$ cat src/rtl/coffee_pkg.sv
// Shared types for the coffee brew scheduler: brew states,
// dispenser indices and the step sequencing helpers.
package coffee_pkg;

   localparam int NUM_DISP = 5;

   localparam logic [2:0] DISP_CUP    = 3'd0;
   localparam logic [2:0] DISP_WATER  = 3'd1;
   localparam logic [2:0] DISP_MILK   = 3'd2;
   localparam logic [2:0] DISP_COFFEE = 3'd3;
   localparam logic [2:0] DISP_SUGAR  = 3'd4;

   typedef enum logic [2:0] {
      S_IDLE,
      S_CUP,
      S_WATER,
      S_MILK,
      S_COFFEE,
      S_SUGAR,
      S_DONE,
      S_ABORT
   } brew_state_t;

   function automatic logic [2:0] step_disp(input brew_state_t s);
      unique case (s)
         S_CUP:    return DISP_CUP;
         S_WATER:  return DISP_WATER;
         S_MILK:   return DISP_MILK;
         S_COFFEE: return DISP_COFFEE;
         S_SUGAR:  return DISP_SUGAR;
         default:  return DISP_CUP;
      endcase
   endfunction

   function automatic brew_state_t next_step(input brew_state_t s,
                                             input logic sugar);
      unique case (s)
         S_CUP:    return S_WATER;
         S_WATER:  return S_MILK;
         S_MILK:   return S_COFFEE;
         S_COFFEE: return sugar ? S_SUGAR : S_DONE;
         default:  return S_DONE;
      endcase
   endfunction

endpackage

$ cat src/rtl/coffee_rr_arbiter.sv
// Round-robin pick: first requester at or after the pointer,
// scanning upward with wrap. Purely combinational.
module coffee_rr_arbiter #(
   parameter int NUM_REQ = 4,
   parameter int PW      = 2
) (
   input  logic [NUM_REQ-1:0] req,
   input  logic [PW-1:0]      ptr,
   output logic [NUM_REQ-1:0] win,
   output logic [PW-1:0]      win_idx,
   output logic               win_any
);

   always_comb begin
      win     = '0;
      win_idx = '0;
      win_any = 1'b0;
      for (int i = 0; i < NUM_REQ; i++) begin
         if (!win_any && req[(int'(ptr) + i) % NUM_REQ]) begin
            win_any = 1'b1;
            win_idx = PW'((int'(ptr) + i) % NUM_REQ);
            win[(int'(ptr) + i) % NUM_REQ] = 1'b1;
         end
      end
   end

endmodule

$ cat src/rtl/coffee_brew_scheduler.sv
// Shares one brew unit between order panels; stock tracked per dispenser.
// COFFEE_CUP_COUNT_EN adds cups_served / faults_seen counters.
module coffee_brew_scheduler
   import coffee_pkg::*;
#(
   parameter int NUM_REQ     = 4,
   parameter int STEP_CYCLES = 8,
   parameter int STOCK_W     = 8
) (
   input  logic                clk,
   input  logic                rst,
   input  logic [NUM_REQ-1:0]  req,
   input  logic [NUM_REQ-1:0]  want_sugar,
   input  logic [NUM_DISP-1:0] refill,
   output logic [NUM_REQ-1:0]  grant,
   output logic [NUM_DISP-1:0] disp_en,
   output logic                coffee_ready,
   output logic                fault,
   output logic [2:0]          fault_code,
   output logic                busy,
   output logic [NUM_DISP-1:0] stock_empty
`ifdef COFFEE_CUP_COUNT_EN
   ,
   output logic [15:0]         cups_served,
   output logic [7:0]          faults_seen
`endif
);

   localparam int PW = (NUM_REQ > 1) ? $clog2(NUM_REQ) : 1;
   localparam int TW = $clog2(STEP_CYCLES + 1);
   localparam logic [TW-1:0] T_LAST = TW'(STEP_CYCLES - 1);
   localparam logic [STOCK_W-1:0] S_MAX = '1;

   brew_state_t state, state_d;
   logic [TW-1:0] timer, timer_d;
   logic [PW-1:0] ptr;
   logic [NUM_REQ-1:0] win;
   logic [PW-1:0] win_idx;
   logic win_any;
   logic sugar;
   logic [2:0] cur, fail_idx;
   logic [NUM_DISP-1:0][STOCK_W-1:0] stock;
   logic [NUM_DISP-1:0] dec, en_d;
   logic ready_d, fault_d, abort_d;

   coffee_rr_arbiter #(
      .NUM_REQ (NUM_REQ),
      .PW      (PW)
   ) u_arb (
      .req     (req),
      .ptr     (ptr),
      .win     (win),
      .win_idx (win_idx),
      .win_any (win_any)
   );

   assign cur  = step_disp(state);
   assign busy = |grant;

   // Outputs are registered, so enables trail the step's state by one cycle.
   always_comb begin
      state_d = state;
      timer_d = timer;
      dec     = '0;
      en_d    = '0;
      ready_d = 1'b0;
      fault_d = 1'b0;
      abort_d = 1'b0;
      unique case (state)
         S_IDLE: begin
            if (win_any) begin
               state_d = S_CUP;
               timer_d = '0;
            end
         end
         S_CUP, S_WATER, S_MILK, S_COFFEE, S_SUGAR: begin
            if (timer == '0 && stock[cur] == '0 && !refill[cur]) begin
               state_d = S_ABORT;
               abort_d = 1'b1;
            end else begin
               en_d[cur] = 1'b1;
               if (timer == '0) dec[cur] = 1'b1;
               if (timer == T_LAST) begin
                  timer_d = '0;
                  state_d = next_step(state, sugar);
               end else begin
                  timer_d = timer + 1'b1;
               end
            end
         end
         S_DONE: begin
            ready_d = 1'b1;
            state_d = S_IDLE;
         end
         S_ABORT: begin
            fault_d = 1'b1;
            state_d = S_IDLE;
         end
         default: state_d = S_IDLE;
      endcase
   end

   always_ff @(posedge clk) begin
      if (rst) begin
         state        <= S_IDLE;
         timer        <= '0;
         ptr          <= '0;
         sugar        <= 1'b0;
         grant        <= '0;
         disp_en      <= '0;
         coffee_ready <= 1'b0;
         fault        <= 1'b0;
         fault_code   <= '0;
         fail_idx     <= '0;
      end else begin
         state        <= state_d;
         timer        <= timer_d;
         disp_en      <= en_d;
         coffee_ready <= ready_d;
         fault        <= fault_d;
         if (abort_d) fail_idx <= cur;
         if (fault_d) fault_code <= fail_idx;
         if (state == S_IDLE) begin
            grant <= win;
            if (win_any) begin
               sugar <= want_sugar[win_idx];
               ptr   <= (win_idx == PW'(NUM_REQ - 1)) ? '0
                                                      : win_idx + 1'b1;
            end
         end
      end
   end

   // Refill and consume in one cycle cancel out.
   always_ff @(posedge clk) begin
      for (int d = 0; d < NUM_DISP; d++) begin
         if (rst) begin
            stock[d] <= '0;
         end else if (refill[d] && !dec[d]) begin
            if (stock[d] != S_MAX) stock[d] <= stock[d] + 1'b1;
         end else if (dec[d] && !refill[d]) begin
            stock[d] <= stock[d] - 1'b1;
         end
      end
   end

   always_comb begin
      stock_empty = '0;
      for (int d = 0; d < NUM_DISP; d++) begin
         stock_empty[d] = (stock[d] == '0);
      end
   end

`ifdef COFFEE_CUP_COUNT_EN
   always_ff @(posedge clk) begin
      if (rst) begin
         cups_served <= '0;
         faults_seen <= '0;
      end else begin
         if (coffee_ready) cups_served <= cups_served + 16'd1;
         if (fault && faults_seen != 8'hFF)
            faults_seen <= faults_seen + 8'd1;
      end
   end
`endif

endmodule

$ cat config.mk
export PLATFORM = sky130hd
export DESIGN_NAME = coffee_brew_scheduler
export DESIGN_NICKNAME = d
export VERILOG_FILES = /design/src/rtl/coffee_pkg.sv /design/src/rtl/coffee_rr_arbiter.sv /design/src/rtl/coffee_brew_scheduler.sv
export SDC_FILE = /design/constraint.sdc
export NUM_CORES = 1
export LEC_CHECK = 0
export CAP_MARGIN = 25
export CORE_ASPECT_RATIO = 1.5
export CORE_UTILIZATION = 30
export DETAILED_ROUTE_END_ITERATION = 16
export GPL_ROUTABILITY_DRIVEN = 1
export GPL_TIMING_DRIVEN = 0
export RECOVER_POWER = 50
export SLEW_MARGIN = 15
export SYNTH_ARGS = -nofsm -noshare
export SYNTH_HDL_FRONTEND = slang
export SYNTH_SLANG_ARGS = --single-unit
$ cat constraint.sdc
create_clock -name clk -period 4.8 [get_ports clk]
set_input_delay 0.72 -clock clk [delete_from_list [all_inputs] [get_ports clk]]
set_output_delay 0.72 -clock clk [all_outputs]
set_load 0.05 [all_outputs]
# Yosys cells after proc, flatten, opt, wreduce, memory -nomap -nowiden
# Index checks and enable logic that the tools add are counted.
[totals]
reg_bits = 67
inputBits = 15
output_inout_bits = 20
wordCells = 206
[op_classes]
add_sub_neg = 15
n_lt_le_gt_ge = 11
n_eq_ne = 22
muxes = 73
n_bitwise = 7
n_reduce_logical = 63
[op_table]
columns = ["op", "count"]
rows = [
  ["$mux W8", 16],
  ["$logic_not A8 Y1", 6],
  ["$add A8 B1 Y8 const B", 5],
  ["$ne A8 B8 Y1 const B", 5],
  ["$sub A8 B1 Y8 const B", 5],
  ["$mux W4", 7],
  ["$bmux W8 S3", 1],
  ["$pmux W3 S4", 2],
  ["$mux W1", 22],
  ["$logic_and A1 B1 Y1", 20],
  ["$lt A3 B4 Y1 const B", 4],
  ["$mux W5", 3],
  ["$logic_not A1 Y1", 14],
  ["$reduce_and A2 Y1", 7],
  ["$eq A3 B3 Y1 const B", 4],
  ["$ge A3 B1 Y1 const B", 4],
  ["$mux W2", 6],
  ["$ne A2 B1 Y1 const B", 6],
  ["$or A4 B4 Y4", 3],
  ["$reduce_bool A2 Y1", 6],
  ["$bmux W1 S2", 5],
  ["$mux W3", 3],
  ["$pmux W3 S3", 1],
  ["$demux W1 S2", 4],
  ["23 further kinds", 32],
]

# Longest topological paths before layout
[logic_depth]
depth_word = 16
mapped_depth = 16
ltp_nobuf = 14

# By module
# A second synthesis with hierarchy kept.
[hier_totals]
hier_cells = 553
area_unflattened_um2 = 4850.9
[by_module_without_submodules]
columns = ["mod", "instances", "cells_each", "area_each_um2", "seq_area_each_um2"]
rows = [
  ["coffee_brew_scheduler", 1, 508, 4428.0, 1341.3],
  ["coffee_rr_arbiter", 1, 45, 422.9, 0.0],
]

# Least setup slack after synthesis
# Ideal clock, no wire load.
[synth_timing]
kind = "input port to flip-flop"
from = "input refill[0]"
to = "register stock[7] (netlist name)"
setup_time_ns = 0.123
arrival_ns = 4.389
required_ns = 4.677
setup_slack_ns = 0.287
cell_stages = 14
path_buffers = 1
cell_sequence = "or4_4 a221oi_2 a221oi_2 o41ai_4 clkbuf_1 o21ai_0 ha_1 a21o_2 a21oi_1 o211ai_1 a21o_1 a21o_1 mux2i_1 mux2_1"
[synth_between]
elab_chain_cells = 10
elab_cells_between_ends = 14
classes_between = "eq/ne: 1; mux: 5; reduce/logical: 8"
[synth_lines]
columns = ["item", "line_no", "text"]
rows = [
  ["start, declared", "coffee_brew_scheduler.sv:14", "input logic [NUM_DISP-1:0] refill,"],
  ["$bmux W1 S3", "coffee_brew_scheduler.sv:77", "if (timer == '0 && stock[cur] == '0 && !refill[cur]) begin"],
  ["$mux W1 (implied by the code)", "coffee_brew_scheduler.sv:77", ""],
  ["$logic_not A1 Y1", "coffee_brew_scheduler.sv:77", ""],
  ["$logic_and A1 B1 Y1", "coffee_brew_scheduler.sv:77", ""],
  ["$mux W5", "coffee_brew_scheduler.sv:77", ""],
  ["$mux W5", "coffee_brew_scheduler.sv:69", "unique case (state)"],
  ["$logic_not A1 Y1", "coffee_brew_scheduler.sv:139", "end else if (refill[d] && !dec[d]) begin"],
  ["$logic_and A1 B1 Y1", "coffee_brew_scheduler.sv:139", ""],
  ["$ne A2 B1 Y1 (no line) / $reduce_bool A2 Y1 (equally long branches)", "n/a", ""],
  ["$reduce_and A2 Y1 (no line)", "n/a", ""],
  ["end signal, assigned by index", "coffee_brew_scheduler.sv:142", "stock[d] <= stock[d] - 1'b1;"],
  ["end, declared", "coffee_brew_scheduler.sv:42", "logic [NUM_DISP-1:0][STOCK_W-1:0] stock;"],
]
# Parallel ways exist; a longest one is shown, timed or not. The select of a mux whose other input is x is not followed.
# A chain may end at the register's enable or synchronous reset.

# Worst setup path after layout
[layout_timing]
from = "input refill[0]"
to = "register stock[31] (netlist name)"
[layout_between]
elab_chain_cells = 10
elab_cells_between_ends = 13
classes_between = "eq/ne: 1; mux: 5; reduce/logical: 7"
[layout_lines]
columns = ["item", "line_no"]
rows = [
  ["$bmux W1 S3 (*)", "coffee_brew_scheduler.sv:77"],
  ["$mux W1 (implied by the code) (*)", "coffee_brew_scheduler.sv:77"],
  ["$logic_not A1 Y1 (*)", "coffee_brew_scheduler.sv:77"],
  ["$logic_and A1 B1 Y1 (*)", "coffee_brew_scheduler.sv:77"],
  ["$mux W5 (*)", "coffee_brew_scheduler.sv:77"],
  ["$mux W5 (*)", "coffee_brew_scheduler.sv:69"],
  ["$logic_not A1 Y1", "coffee_brew_scheduler.sv:139"],
  ["$logic_and A1 B1 Y1", "coffee_brew_scheduler.sv:139"],
  ["$ne A2 B1 Y1 (no line) / $reduce_bool A2 Y1 (equally long branches)", "n/a"],
  ["$reduce_and A2 Y1 (no line)", "n/a"],
]
# Mark *: on every way between the ends. The rest lies on a longest branch, timed or not. The select of a mux whose other input is x is not followed.

==> impl_metrics.yaml <==
outcome:
  status: "complete, no violations"
cells_and_area:
  fin_cells: 830
  syn2layout_area_growth_pct: 19.83
  postLayoutCoreUtil_pct: 36.99
  drive_gt1_share_pct: 8.134
  diodes: 0
  fin_nets: 680
  n_fill_cell: 1595
power_and_ir_drop:
  leakage_nw: 2.328
  power.density_nw_per_um2: 702.7
  irDropWorstVdd_mv: 0.3341
sta:
  worst_pin_slew_ns: 1.074
  fin_crit_sh_pct: 95.99
  timing_max_transition_violations_final: 0
  fmax_ghz: 0.2170
  hold_viol: 0
  fin_crit_ns: 4.607
  setup_viol: 0
  setup_slack_ns: 0.1926
  rsz0062_at_grt: "no"
  slew_headroom_pct: 27.74
  skew_ns: 0.005780
clock_network:
  cts_tree: "done"
  clkLatencyLatePin_ns: 0.34
  ctsHoldBuffers: 0
  clkTransAtPathRegs_ns: 0.06
  cts_sinks: 67
  cts_root_buf: "clkbuf_16"
  cts_max_level: 3
  cts.path.max_buffers: 2
  cts_buffers: 9
detailed_routing:
  drc: 0
  vias: 4546
  final_antenna_net_count: 0
  dr.first_iter.drc_count: 229
  firstDrtPassIters: 7
  routed_wl_um: 13230
  routedWlPerCell_um: 15.94
  routed_via_density: 5.477
synth:
  synthTopCellsByArea: "dfxtp_1 28%, ha_1 9.8%, a21oi_1 4.9%"
  ys_ff_latch: 67
  synthArstFlopShare_pct: 0
  synth-main-ff-cell: "dfxtp_1"
  synth_top_area_cell: "dfxtp_1"
  netlist.area_leader.share_pct: 27.69
  syn-num-nets: 631
  yosys_warnings: 0
  synth-seq-area-share_pct: 27.69
  synth_enable_flop_cells: 0
  netlist_instances: 573
  avgSynthCellArea_sq_um: 8.455
  syn_area_sq_um: 4845
  synth_cell_types: 67
worst_setup_path:
  worstPathMaxFanout: 10
  critical_path_arrival_ns: 4.83
  critPathCaptureType: "flop"
  crit_required_ns: 5.02
  worstSetupPathType: "input pin to flop"
  startpoint_type: "input pin"
placed_design:
  dp_hpwl_um: 10070
  io_buffer_count: 34
  place_inst: 810
  pre_cts_slack_ns: -1.092
  place.gp.congestion: 0.8306
floorplan:
  die-area_sq_um: 16670
  start_util_pct: 30.87
  die_y_um: 157.6
  core_area_sq_um: 15700
  ios: 35
  die_w_um: 105.8
  rows: 56
grt:
  overflow: 0
  grt_antenna_before_repair: 0
  grt_first_pass_wirelength_um: 21910
  grt_pass1_vias: 4489
  grt_max_degree: 12
  track_usage_pct: 16.48
job:
  cap_viol_max_count: 0
hold_path:
  hp-class: "flop to flop"
-- metrics by stage --
stage	cell area (sq um)	total power [W]	setup TNS [ns]	hold slack, ns
6_report	5806	0.004080	0	0.5044
5_1_grt	5806	0.004379	0	0.5372
4_1_cts	5753	0.004076	-0.2400	0.5048
3_5_place_dp	5439	0.003363	-14.60	0.4907
3_3_place_gp	5439	0.003279	-11.76	0.4822
2_1_floorplan	4845	0.002784	0	0.4612
-- registers in the layout, indices dropped and copies added (netlist names), named ones only --
signal        count
grant             4
timer             4
fault             1
sugar             1
coffee_ready      1
stock            40
disp_en           5
fault_code        3
state             3
fail_idx          3
ptr               1
-- power breakdown --
group	switching [W]	internal (W)	total, W
Combinational	0.00149	0.000999	0.00249
Clock	0.000254	0.000430	0.000684
Sequential	0.000183	0.000724	0.000908
-- per-layer routing --
layer	vias up	track usage [%]	part of all wire, %
li1	2259	-	-
met1	2149	17.64	40
met2	111	31.03	54
met3	27	2.717	3.3
met4	0	8.135	2.7
met5	-	0	0
-- placed cells by master (no fill, tap or decap), drive strengths merged, types with 4 or more instances in the layout --
master / synthesis / layout
a21o: 27 / 27
a21oi: 50 / 50
a221oi: 4 / 4
a222oi: 4 / 4
a311oi: 6 / 6
buf: 5 / 7
clkbuf: 20 / 34
clkdlybuf4s50: 0 / 13
clkinv: 1 / 4
dfxtp: 67 / 67
dlygate4sd3: 0 / 21
fa: 5 / 5
ha: 38 / 38
inv: 20 / 20
mux2: 9 / 9
mux2i: 13 / 13
mux4: 4 / 4
nand2: 30 / 30
nand2b: 4 / 4
nand3: 30 / 30
nand4: 10 / 10
nor2: 40 / 40
nor2b: 7 / 7
nor3: 31 / 31
nor3b: 6 / 6
nor4: 5 / 5
o211ai: 7 / 7
o21a: 4 / 4
o21ai: 46 / 46
o31ai: 6 / 6
o41ai: 4 / 4
or3: 6 / 6
or4: 8 / 8
xnor2: 21 / 21
xor2: 6 / 6
-- final timing paths --
kind                                              from                     end  slack [ns]  depth (start not counted)
worst max-delay path                         refill[0]  stock[31]$_SDFFE_PP0P_        0.19                         15
worst min-delay path            stock[38]$_SDFFE_PP0P_  stock[38]$_SDFFE_PP0P_        0.50                          2
worst max register to register   state[2]$_SDFFE_PP0P_  stock[31]$_SDFFE_PP0P_        0.38                         15
worst min register to register  stock[38]$_SDFFE_PP0P_  stock[38]$_SDFFE_PP0P_        0.50                          2
-- critical path, cell delays in order --
cell	delay (ns)
clkdlybuf4s50_1	0.54
or4_4	0.51
a221oi_2	0.36
a221oi_4	0.09
o41ai_4	0.26
clkbuf_4	0.35
o21ai_4	0.13
ha_1	0.31
a21o_1	0.18
a21oi_1	0.25
o211ai_1	0.20
a21o_1	0.21
a21o_1	0.18
mux2i_1	0.18
mux2_2	0.35
-- Yosys cell counts, types with 13 or more instances --
library cell / count
dfxtp_1: 67
a21oi_1: 47
o21ai_0: 44
nor2_1: 40
ha_1: 38
nor3_1: 31
nand2_1: 30
nand3_1: 30
a21o_1: 23
xnor2_1: 21
inv_1: 20
clkbuf_1: 18
mux2i_1: 13
-- kinds of logic after synthesis --
group	after synthesis	synth area share [%]
muxes	26	6.637
and+or+nand+nor	189	20.12
adders and majority gates	43	11.88
DFF	67	27.69
AOI/OAI and AO/OA	175	25.00
buffers and inverters	46	3.796
xor gates and xnor gates	27	4.881
-- final cells by class --
cell class	instances	area, sq um	area share, %
buffer	25	108.9	1.875
clock buffer	12	256.5	4.418
clock inverter	4	48.80	0.8405
inverter	21	78.83	1.358
multi-input combinational	460	3358	57.84
sequential	67	1341	23.10
tap	203	254.0	4.375
timing repair buffer	38	359.1	6.185
-- repair_timing --
| item | CTS | global route |
|---|---|---|
| pin swaps | 1 | 0 |
| gates resized for setup | 6 | 13 |
| endpoints found under the setup margin | 20 | 5 |
| buffers inserted | 1 | 0 |
Power figures use the tool's default switching activity.
